[config.mk]
export PLATFORM = sky130hd
export DESIGN_NAME = decode_issue
export DESIGN_NICKNAME = d
export VERILOG_FILES = /design/src/rtl/decode_issue.sv
export SDC_FILE = /design/constraint.sdc
export NUM_CORES = 2
export LEC_CHECK = 0
export CAP_MARGIN = 25
export CORE_MARGIN = 1
export CORE_UTILIZATION = 45
export DETAILED_ROUTE_END_ITERATION = 8
export GPL_TIMING_DRIVEN = 0
export PLACE_DENSITY_LB_ADDON = 0.05
export SYNTH_ARGS = -nofsm -noshare
export SYNTH_HDL_FRONTEND = slang
export SYNTH_SLANG_ARGS = --single-unit
[constraint.sdc]
create_clock -name clk -period 7.4 [get_ports clk]
set_input_delay 1.48 -clock clk [delete_from_list [all_inputs] [get_ports clk]]
set_output_delay 1.48 -clock clk [all_outputs]
set_load 0.05 [all_outputs]
[src/rtl/decode_issue.sv]
`default_nettype none
// ============================================================================
// decode_issue : rv32i decode/issue stage with register file, scoreboard and
//                one-entry issue register. Optional M-extension decode: RV32M_EN
// Revision     : 1.0
// ============================================================================
module decode_issue (
    input  logic        clk,
    input  logic        rst,
    input  logic        in_valid,
    output logic        in_ready,
    input  logic [31:0] in_inst,
    input  logic [31:0] in_pc,
    output logic        out_valid,
    input  logic        out_ready,
    output logic        is_lui,
    output logic        is_i_type,
    output logic        is_branch,
    output logic [3:0]  alu_ops,
    output logic [31:0] rs1_data,
    output logic [31:0] rs2_data,
    output logic [31:0] imm,
    output logic [31:0] pc_data,
    output logic [4:0]  rd_addr,
    output logic        rd_we,
    output logic        illegal_inst,
    input  logic        wb_en,
    input  logic [4:0]  wb_rd,
    input  logic [31:0] wb_data
);

    localparam logic [6:0] c_OP_LUI    = 7'b0110111;
    localparam logic [6:0] c_OP_IMM    = 7'b0010011;
    localparam logic [6:0] c_OP_REG    = 7'b0110011;
    localparam logic [6:0] c_OP_BRANCH = 7'b1100011;

    // instruction fields
    logic [6:0]  w_opcode;
    logic [2:0]  w_f3;
    logic [6:0]  w_f7;
    logic [4:0]  w_rs1;
    logic [4:0]  w_rs2;
    logic [4:0]  w_rd;

    // decode results
    logic        w_lui;
    logic        w_itype;
    logic        w_branch;
    logic        w_ill;
    logic        w_writes;
    logic        w_use1;
    logic        w_use2;
    logic [3:0]  w_op;
    logic [31:0] w_imm;
    logic        w_rd_we;

    // register file, scoreboard, handshake
    logic [31:0] r_rf [0:31];
    logic [31:0] r_busy;
    logic [31:0] w_busy_nxt;
    logic [31:0] w_rd1;
    logic [31:0] w_rd2;
    logic        w_wb1;
    logic        w_wb2;
    logic        w_hazard;
    logic        w_ready;
    logic        w_accept;

    // issue register
    logic        r_valid;
    logic        r_lui;
    logic        r_itype;
    logic        r_branch;
    logic [3:0]  r_op;
    logic [31:0] r_rs1;
    logic [31:0] r_rs2;
    logic [31:0] r_imm;
    logic [31:0] r_pc;
    logic [4:0]  r_rd;
    logic        r_rd_we;
    logic        r_ill;

    assign w_opcode = in_inst[6:0];
    assign w_rd     = in_inst[11:7];
    assign w_f3     = in_inst[14:12];
    assign w_rs1    = in_inst[19:15];
    assign w_rs2    = in_inst[24:20];
    assign w_f7     = in_inst[31:25];

    always_comb begin
        w_lui    = 1'b0;
        w_itype  = 1'b0;
        w_branch = 1'b0;
        w_ill    = 1'b0;
        w_writes = 1'b0;
        w_use1   = 1'b0;
        w_use2   = 1'b0;
        w_op     = 4'b0000;
        w_imm    = 32'h0;
        case (w_opcode)
            c_OP_LUI: begin
                w_lui    = 1'b1;
                w_imm    = {12'h000, in_inst[31:12]};
                w_writes = 1'b1;
            end
            c_OP_IMM: begin
                w_itype  = 1'b1;
                w_imm    = {{20{in_inst[31]}}, in_inst[31:20]};
                w_use1   = 1'b1;
                w_writes = 1'b1;
                case (w_f3)
                    3'b000:  w_op = 4'b0000;
                    3'b100:  w_op = 4'b0010;
                    3'b010:  w_op = 4'b1000;
                    3'b011:  w_op = 4'b1011;
                    default: w_ill = 1'b1;
                endcase
            end
            c_OP_REG: begin
                w_use1   = 1'b1;
                w_use2   = 1'b1;
                w_writes = 1'b1;
                case (w_f7)
                    7'b0000000: begin
                        case (w_f3)
                            3'b000:  w_op = 4'b0000;
                            3'b100:  w_op = 4'b0010;
                            3'b110:  w_op = 4'b0011;
                            3'b111:  w_op = 4'b0100;
                            3'b001:  w_op = 4'b0101;
                            3'b101:  w_op = 4'b0110;
                            3'b010:  w_op = 4'b1001;
                            default: w_ill = 1'b1;
                        endcase
                    end
                    7'b0100000: begin
                        if (w_f3 == 3'b000) begin
                            w_op = 4'b0001;
                        end else begin
                            w_ill = 1'b1;
                        end
                    end
                    7'b0000001: begin
`ifdef RV32M_EN
                        case (w_f3)
                            3'b000:  w_op = 4'b1100;
                            3'b100:  w_op = 4'b1101;
                            default: w_ill = 1'b1;
                        endcase
`else
                        w_ill = 1'b1;
`endif
                    end
                    default: w_ill = 1'b1;
                endcase
            end
            c_OP_BRANCH: begin
                w_branch = 1'b1;
                w_imm    = {{19{in_inst[31]}}, in_inst[31], in_inst[7],
                            in_inst[30:25], in_inst[11:8], 1'b0};
                w_use1   = 1'b1;
                w_use2   = 1'b1;
            end
            default: w_ill = 1'b1;
        endcase
        // an undecodable word issues as a bare marker: no class, no operands, no write
        if (w_ill) begin
            w_lui    = 1'b0;
            w_itype  = 1'b0;
            w_branch = 1'b0;
            w_writes = 1'b0;
            w_use1   = 1'b0;
            w_use2   = 1'b0;
            w_op     = 4'b0000;
            w_imm    = 32'h0;
        end
    end

    assign w_rd_we = w_writes && (w_rd != 5'd0);

    // operand read with same-cycle write-back bypass
    assign w_wb1 = wb_en && (wb_rd == w_rs1);
    assign w_wb2 = wb_en && (wb_rd == w_rs2);
    assign w_rd1 = (w_rs1 == 5'd0) ? 32'h0 : (w_wb1 ? wb_data : r_rf[w_rs1]);
    assign w_rd2 = (w_rs2 == 5'd0) ? 32'h0 : (w_wb2 ? wb_data : r_rf[w_rs2]);

    // busy[0] is never set, so x0 sources can never stall
    assign w_hazard = (w_use1 && r_busy[w_rs1] && !w_wb1) ||
                      (w_use2 && r_busy[w_rs2] && !w_wb2);
    assign w_ready  = (!r_valid || out_ready) && !w_hazard;
    assign w_accept = in_valid && w_ready;

    always_comb begin
        w_busy_nxt = r_busy;
        if (wb_en) begin
            w_busy_nxt[wb_rd] = 1'b0;
        end
        if (w_accept && w_rd_we) begin
            w_busy_nxt[w_rd] = 1'b1;
        end
        w_busy_nxt[0] = 1'b0;
    end

    always_ff @(posedge clk) begin
        if (rst) begin
            for (int i = 0; i < 32; i++) begin
                r_rf[i] <= 32'h0;
            end
            r_busy <= 32'h0;
        end else begin
            if (wb_en && (wb_rd != 5'd0)) begin
                r_rf[wb_rd] <= wb_data;
            end
            r_busy <= w_busy_nxt;
        end
    end

    always_ff @(posedge clk) begin
        if (rst) begin
            r_valid  <= 1'b0;
            r_lui    <= 1'b0;
            r_itype  <= 1'b0;
            r_branch <= 1'b0;
            r_op     <= 4'b0000;
            r_rs1    <= 32'h0;
            r_rs2    <= 32'h0;
            r_imm    <= 32'h0;
            r_pc     <= 32'h0;
            r_rd     <= 5'd0;
            r_rd_we  <= 1'b0;
            r_ill    <= 1'b0;
        end else if (w_accept) begin
            r_valid  <= 1'b1;
            r_lui    <= w_lui;
            r_itype  <= w_itype;
            r_branch <= w_branch;
            r_op     <= w_op;
            r_rs1    <= w_rd1;
            r_rs2    <= w_rd2;
            r_imm    <= w_imm;
            r_pc     <= in_pc;
            r_rd     <= w_rd;
            r_rd_we  <= w_rd_we;
            r_ill    <= w_ill;
        end else if (out_ready) begin
            r_valid  <= 1'b0;
        end
    end

    assign in_ready     = w_ready;
    assign out_valid    = r_valid;
    assign is_lui       = r_lui;
    assign is_i_type    = r_itype;
    assign is_branch    = r_branch;
    assign alu_ops      = r_op;
    assign rs1_data     = r_rs1;
    assign rs2_data     = r_rs2;
    assign imm          = r_imm;
    assign pc_data      = r_pc;
    assign rd_addr      = r_rd;
    assign rd_we        = r_rd_we;
    assign illegal_inst = r_ill;

endmodule
`default_nettype wire
==> impl_metrics.py <==
metrics = {
    "outcome": {
        "status": "finished with violations",
        "violations": "setup timing",
    },
    "synthesis": {
        "ys_types": 68,
        "yosysTopAreaCell": "edfxtp_1",
        "synth_xor_area_frac": 0.001518,
        "synth_mux_area_frac": 0.1861,
        "yosys.area_share.simple": 0.1366,
        "synth_flop_cell": "edfxtp_1",
        "avgSynthCellArea_um2": 12.76,
        "synth_top_family_by_area": "multiplexers",
        "synth-edff-count": 1024,
        "yosysMostFrequentCell": "edfxtp_1",
        "synth_compound_area_frac": 0.1020,
        "syn_inst": 4973,
        "synth_adder_area_share": 0,
        "ys_seq_area_frac": 0.5359,
        "synth_area_leaders": "edfxtp_1, mux4_2, and2_1, mux2i_1, dfxtp_1",
        "yosysWarnings": 0,
        "synthTopCellsByCount": "edfxtp_1, and2_1, clkbuf_1, mux2i_1, mux4_2",
        "synth_async_sr_flop_share": 0,
        "ys_seq_elements": 1187,
        "synth_area_um2": 63470,
        "netlist.area_leader.share": 0.4844,
    },
    "floorplanning": {
        "core_area_um2": 139700,
        "ios": 250,
        "die_x_um": 377.6,
        "rows": 137,
        "die_h_um": 377.6,
        "initial_utilization": 0.4543,
        "die_area_um2": 142600,
    },
    "detailed_routing": {
        "viasPerCell": 6.970,
        "drtAntennaViolNets": 0,
        "wirelength_um": 339900,
        "via_count": 52334,
        "drtIter0Drc": 9657,
        "drt_first_pass_iters": 7,
        "avgRoutedWirePerCell_um": 45.26,
        "drc_errors": 0,
    },
    "setup_path": {
        "worst-setup-path-type": "primary input to output port",
        "start_kind": "primary input",
        "endpoint_kind": "output port",
        "crit_fanout": 10,
        "crit_arrival_ns": 5.95,
        "critPathRequiredTime_ns": 5.92,
    },
    "grt": {
        "grt_usage": 0.4729,
        "grt.overflow.total": 0,
        "grt_max_degree": 24,
        "grt_pass1_wl_um": 441500,
        "antenna_found_initial": 43,
        "grt_pass1_vias": 48886,
    },
    "cts": {
        "clock-sinks": 1187,
        "postCtsSetupBuffers": 0,
        "cts-htree-levels": 4,
        "cts_resized": 0,
        "cts_tree": "yes",
        "cts_hold_buffers": 0,
        "cts_buffers": 140,
        "clk_pin_slew_ns": 0.06,
        "cts_buffer_depth": 3,
        "clkLatencyLatePin_ns": 0.82,
        "clockRootBuffer": "clkbuf_16",
    },
    "placed_design": {
        "place_worst_setup_slack_ns": 0.2726,
        "post-dp-hpwl_um": 251600,
        "io_buffers": 240,
        "gp_congestion": 1.150,
    },
    "final_layout": {
        "nNetsFinal": 5599,
        "regArea_um2": 34010,
        "multi_input_area_um2": 27510,
        "area_growth_pct": 18.38,
        "fillers": 11918,
        "drive_above_1_share": 0.1701,
    },
    "timing": {
        "fin_crit_sh": 1.004,
        "finalClockSkew_ns": 0.02226,
        "max_freq_mhz": 134.5,
        "finalHoldViolCount": 0,
        "tightest_slew_ns": 1.355,
        "min_period_ns": 7.433,
        "finalWorstSetupSlack_ns": -0.03308,
        "finalSetupViolations": 1,
        "maxSlewHeadroom": 0.09404,
        "drv_slew": 0,
        "rsz0062_at_grt": "false",
        "hold_ws_ns": 0.4653,
    },
    "power_and_ir_drop": {
        "p_int_w": 0.01261,
        "combPwrFrac": 0.167,
        "switching_share": 0.2954,
        "cellPowerDensity_nw_per_um2": 238.2,
        "ir_worst_vdd_mv": 0.1668,
        "leakage_nw": 26.37,
        "p_switching_w": 0.005287,
        "power_frac_clock": 0.395,
        "seqPwrFrac": 0.438,
    },
    "job": {
        "cap_viol_max_count": 0,
    },
    "hold_path": {
        "hp-class": "flop to flop",
    },
}
## power by group through the flow
stage	Clock [W]	Combinational, W	Sequential, W
after global placement	0	0.00265	0.00799
after CTS	0.00701	0.00279	0.00782
final	0.00707	0.00299	0.00783
after global routing	0.00725	0.00293	0.00787
after detailed placement	0	0.00279	0.00796
after floorplan	0	0.00119	0.00809
## worst max-delay path, cell delays in order
cell and delay (ns):
clkdlybuf4s50_1 0.50, clkbuf_1 0.95, nand2_1 0.63, or3_1 0.57, nand4b_4 0.16, a2bb2oi_4 0.24
clkbuf_1 0.41, o21a_1 0.17, clkdlybuf4s50_1 0.82
## state kept, by name (all words and copies together) (netlist names)
signal,count
is_lui,1
pc_data,32
r_rf,1024
is_i_type,1
r_busy,31
rs1_data,32
rd_addr,5
alu_ops,4
rs2_data,32
out_valid,1
is_branch,1
illegal_inst,1
imm,21
rd_we,1
## layer usage
metal  part of all wire  vias to the layer above  GRT usage
li1                   -                    19988          -
met1               0.34                    26254     0.5445
met2               0.41                     4627     0.6555
met3               0.14                     1437     0.2063
met4               0.11                       28     0.4406
met5            0.00078                        -   0.004460
## final timing paths
kind	start	depth (start not counted)	slack, ns	end
setup / recovery	in_inst[24]	9	-0.03	in_ready
hold / removal	rd_we	2	0.47	rd_we
setup reg to reg	r_busy[11]	9	4.19	rs1_data[12]
hold reg to reg	rd_we	2	0.47	rd_we
## layout by cell type, fill, tap and decap left out, drive strengths merged, types with 28 or more instances in the layout
| master | instances |
|---|---|
| edfxtp | 1024 |
| and2 | 998 |
| clkbuf | 553 |
| mux2i | 368 |
| mux4 | 308 |
| buf | 274 |
| clkdlybuf4s50 | 240 |
| o21ai | 216 |
| a22oi | 201 |
| a21oi | 183 |
| dfxtp | 163 |
| nand3 | 142 |
| o211ai | 120 |
| mux2 | 106 |
| nor2 | 98 |
| o31ai | 64 |
| nand2 | 60 |
| nor2b | 59 |
| a211oi | 51 |
| clkinv | 50 |
| conb | 32 |
| diode | 30 |
| nand4 | 29 |
| o41ai | 28 |
## metrics by stage
stage,instance area (um^2),std cells,total power [W],util,setup TNS [ns]
finish,75140,7509,0.01790,0.5379,-0.03308
global route,75080,7485,0.01805,0.5374,0
CTS,74930,7468,0.01763,0.5364,0
detailed placement,70410,7216,0.01075,0.5040,0
global placement,68340,7120,0.01065,0.4892,-1569.56
floorplan,63590,5004,0.009286,-,0
## area by class of cell
cell class                      count  share of cell area
Sequential cell                  1187              0.4527
Multi-Input combinational cell   3270              0.3662
Timing Repair Buffer              347             0.05637
Clock buffer                      177             0.05084
Buffer                            543             0.03214
Tap cell                         1876             0.03124
Clock inverter                     75            0.009392
Antenna cell                       30           0.0009991
Inverter                            4           0.0001998
## cell families (layout without fill, tap and decap cells)
group | count (synthesis) | count (layout)
other cells | 1 | 62
simple gates | 1472 | 1472
flops | 1187 | 1187
mux | 782 | 782
compound gates | 973 | 973
xor+xnor | 11 | 11
buf+inv | 547 | 1146
(Power assumes the default switching activity.)
